--- src/rtl/reg_file_8x8.sv ---
// Purpose: 8x8 CPU register file, two combinational read ports, one clocked write port, per-register valid bits.
// Latency: reads are zero-cycle; a write is visible on the reads after its committing rising edge.
// Backpressure: BUSYWAIT=1 suppresses the write on that edge; the held write commits once on the first edge with BUSYWAIT=0.
module reg_file_8x8 #(
  parameter int DATA_W = 8,
  parameter int ADDR_W = 3,
  parameter bit BYPASS = 1'b0
) (
  input  logic              CLK,
  input  logic              RESET_N,
  input  logic [DATA_W-1:0] IN,
  input  logic [ADDR_W-1:0] INADDRESS,
  input  logic              WRITE,
  input  logic              BUSYWAIT,
  input  logic [ADDR_W-1:0] OUT1ADDRESS,
  input  logic [ADDR_W-1:0] OUT2ADDRESS,
  output logic [DATA_W-1:0] OUT1,
  output logic [DATA_W-1:0] OUT2,
  output logic              OUT1VALID,
  output logic              OUT2VALID
);

  localparam int DEPTH = 1 << ADDR_W;

  // Register storage and "written since reset" flags.
  logic [DATA_W-1:0] reg_dat [DEPTH];
  logic [DEPTH-1:0]  reg_vld;

  // A write commits only when requested and the memory is not stalling.
  logic wr_commit;
  assign wr_commit = WRITE & ~BUSYWAIT;

  // Bypass hits: only meaningful out of reset and only when enabled, since
  // in the single-cycle CPU a bypass path closes a loop through the ALU.
  logic byp1_hit;
  logic byp2_hit;
  assign byp1_hit = BYPASS && RESET_N && wr_commit && (OUT1ADDRESS == INADDRESS);
  assign byp2_hit = BYPASS && RESET_N && wr_commit && (OUT2ADDRESS == INADDRESS);

  // Storage update: async clear of data and valid flags, single-entry write on commit.
  always_ff @(posedge CLK or negedge RESET_N) begin
    if (!RESET_N) begin
      for (int i = 0; i < DEPTH; i++) begin
        reg_dat[i] <= '0;
      end
      reg_vld <= '0;
    end else if (wr_commit) begin
      reg_dat[INADDRESS] <= IN;
      reg_vld[INADDRESS] <= 1'b1;
    end
  end

  // Read port 1: stored value, or in-flight write data when bypassing.
  always_comb begin
    OUT1      = reg_dat[OUT1ADDRESS];
    OUT1VALID = reg_vld[OUT1ADDRESS];
    if (byp1_hit) begin
      OUT1      = IN;
      OUT1VALID = 1'b1;
    end
  end

  // Read port 2: same rules as port 1, independent address.
  always_comb begin
    OUT2      = reg_dat[OUT2ADDRESS];
    OUT2VALID = reg_vld[OUT2ADDRESS];
    if (byp2_hit) begin
      OUT2      = IN;
      OUT2VALID = 1'b1;
    end
  end

endmodule

--- config.mk ---
export PLATFORM = sky130hd
export DESIGN_NAME = reg_file_8x8
export DESIGN_NICKNAME = d
export VERILOG_FILES = /design/src/rtl/reg_file_8x8.sv
export SDC_FILE = /design/constraint.sdc
export NUM_CORES = 1
export LEC_CHECK = 0
export CELL_PAD_IN_SITES_DETAIL_PLACEMENT = 0
export CELL_PAD_IN_SITES_GLOBAL_PLACEMENT = 2
export CORE_MARGIN = 2
export CORE_UTILIZATION = 31
export CTS_CLUSTER_DIAMETER = 50
export DETAILED_ROUTE_END_ITERATION = 8
export GPL_ROUTABILITY_DRIVEN = 0
export HOLD_SLACK_MARGIN = 0.06
export PLACE_DENSITY = 0.72
export SETUP_SLACK_MARGIN = 0.2
export SLEW_MARGIN = 15
export SYNTH_ARGS = -nofsm -noshare
export SYNTH_HDL_FRONTEND = slang
export SYNTH_SLANG_ARGS = --single-unit
--- constraint.sdc ---
create_clock -name CLK -period 3.72 [get_ports CLK]
set_input_delay 0.558 -clock CLK [delete_from_list [all_inputs] [get_ports CLK]]
set_output_delay 0.558 -clock CLK [all_outputs]
set_load 0.005 [all_outputs]
==> out/metrics.yaml <==
yosys:
  synth_cell_type_count: 20
  yosysWarnings: 0
  synth.top_cell.area_share_pct: 45.6
  synth-seq-cells: 72
  synthFlopType: "dfrtp_1"
  synth_area_sq_um: 3950
  synth_fp_nets: 245
  synth_area_leaders: "dfrtp_1, mux4_1, mux2_2, buf_12, nor3b_4"
  syn-mean-instance-area_sq_um: 17.6
  ys_async_sr_fraction_pct: 100
  yosysSeqAreaShare_pct: 45.6
  synthCells: 224
  synth_edf_count: 0
  synth_top_cell_by_area: "dfrtp_1"
power_and_ir_drop:
  power_leakage_nw: 2.03
  power_mw: 2.53
  power.density_nw_per_um2: 528
  ir_worst_vdd_mv: 0.155
sta:
  setup_tns_ns: 0
  max_slew.worst_pin.slew_ns: 0.726
  holdWs_ns: 0.130
  hold_viol: 0
  rsz0062_at_grt: "false"
  fin_crit_sh_pct: 84.5
  fin_crit_ns: 3.14
  fin_worst_skew_ns: 0
  max_freq_ghz: 0.318
  slew_violations: 0
  finalSetupViolCount: 0
  relSlewSlack_pct: 51.6
route:
  drt-vias-per-instance: 5.06
  wl_um: 8600
  firstDrtPassIters: 4
  topRoutingLayerUsed: "met4"
  first_iter_violations: 70
  wl_met1_um: 4050
  wl_met3_um: 196
  met2_length_um: 4180
  antenna_left: 0
  drc_errors: 0
  post_drt_wl_per_cell_um: 19.5
  via_count: 2235
worst_setup_path:
  critPathLaunchType: "input port"
  critical_path_class: "input port to output pin"
  startpoint: "OUT1ADDRESS[0]"
  cp_max_fo: 18
  worstPathRequired_ns: 3.16
  r2r_start: "reg_dat[9]"
  endpoint_kind: "output pin"
  reg2reg_slack_ns: 2.91
  r2r_cells: 1
  reg2reg_to: "reg_dat[9]"
  arrival_ns: 2.58
  crit_path_end: "OUT1[2]"
floorplanning:
  core_sq_um: 12500
  die_h_um: 117
  ios: 39
  core.rowCount: 41
  dieArea_sq_um: 13700
  die_w_um: 117
  initial_core_util_pct: 31.6
placement:
  dpl_cell_area_sq_um: 4510
  dp_hpwl_um: 5620
  portBuffers: 38
final_layout:
  post-route-util_pct: 38.3
  drive_gt1_share_pct: 42.2
  antennaDiodeCount: 0
  multi_input_area_sq_um: 2040
  nFillCells: 1206
  syn2layout_area_growth_pct: 21.5
  register_area_sq_um: 1800
  fin_area_sq_um: 4800
  nNetsFinal: 287
cts:
  ctsHoldBuffers: 0
  post-cts-setup-buffer-count: 0
  post_cts_resized: 0
  root_buffer: "clkbuf_16"
  clkTransAtPathRegs_ns: 0.05
  h-tree-depth: 3
  clkSinkCount: 72
  cts_tree: "built"
  clock_latency_ns: 0.33
  cts.path.max_buffers: 2
  cts_made_buffers: 9
hold_path:
  hold_class: "input port to asynchronous set/reset pin"
grt:
  antenna_found_initial: 0
  grt_first_pass_wirelength_um: 13500
  grt_pass1_vias: 2436
  grt_max_degree: 59
  overflow: 0
  grtUsageTotal_pct: 13.8
run:
  cap_violations: 0
run_status:
  status: "complete, no violations"
stage by stage:
stage,instances,worst slack (ns)
after floorplan,224,1.55
after global placement,427,0.577
after detailed placement,427,0.567
after CTS,442,0.561
after global routing,442,0.528
final,442,0.577
logic make-up after synthesis:
family,Yosys count,share of synthesized area [%]
buf+inv,14,2.72
simple gates,20,4.37
flops,72,45.6
mux,118,47.3
how the worst min path moves through the flow:
stage | start | end | slack [ns] | depth (start not counted)
after floorplan | RESET_N | reg_dat[0] | 0.26 | 0
after global placement | reg_vld[1] | reg_vld[1] | 0.46 | 1
after detailed placement | reg_vld[0] | reg_vld[0] | 0.47 | 1
after CTS | RESET_N | reg_dat[39] | 0.13 | 1
after global routing | RESET_N | reg_dat[39] | 0.16 | 1
final | RESET_N | reg_dat[19] | 0.13 | 1
state kept, by name, indices dropped and copies added, names as in the netlist:
signal,cells
reg_dat,64
reg_vld,8
critical path, cell delays in order:
cell	delay (ns)
clkdlybuf4s50_1	0.51
buf_12	0.19
mux4_1	0.57
mux2_2	0.30
clkdlybuf4s50_1	0.45
layer usage:
| metal | track usage (%) | vias up |
|---|---|---|
| li1 | - | 993 |
| met1 | 18.2 | 1193 |
| met2 | 22.5 | 40 |
| met3 | 2.27 | 9 |
| met4 | 6.59 | 0 |
| met5 | 0 | - |
report_power, final:
| group | total [mW] | internal, mW | switching [mW] |
|---|---|---|---|
| clock network | 0.836 | 0.530 | 0.306 |
| logic | 0.621 | 0.441 | 0.180 |
| registers | 1.08 | 0.963 | 0.115 |
| total | 2.53 | 1.93 | 0.601 |
placed cells by master, fill, tap and decap left out:
master	synthesis	layout
and3_1	1	1
buf_12	2	2
buf_2	5	1
buf_4	0	5
bufinv_16	0	1
clkbuf_1	2	1
clkbuf_16	0	9
clkbuf_8	0	1
clkdlybuf4s50_1	0	37
clkinv_2	0	3
dfrtp_1	72	72
mux2_1	1	1
mux2_2	81	81
mux4_1	36	36
nand2_1	2	2
nand2b_1	5	5
nand3b_2	2	2
nand3b_4	1	1
nor2_1	1	1
nor2_2	1	1
nor3b_2	1	1
nor3b_4	2	2
or2_2	4	4
Yosys cell counts, types with 2 or more instances:
library cell / instances
buf_1: 2
buf_12: 2
buf_2: 5
buf_6: 2
clkbuf_1: 2
dfrtp_1: 72
mux2_2: 81
mux4_1: 36
nand2_1: 2
nand2b_1: 5
nand3b_2: 2
nor3b_4: 2
or2_2: 4
final cells by class:
class,count,area share (%)
repair buffers,45,9.44
multi-input cells,138,42.5
clock inverters,4,0.938
well taps,172,4.48
flip-flops and latches,72,37.5
clock buffers,11,5.06
Power figures use the tool's default switching activity.
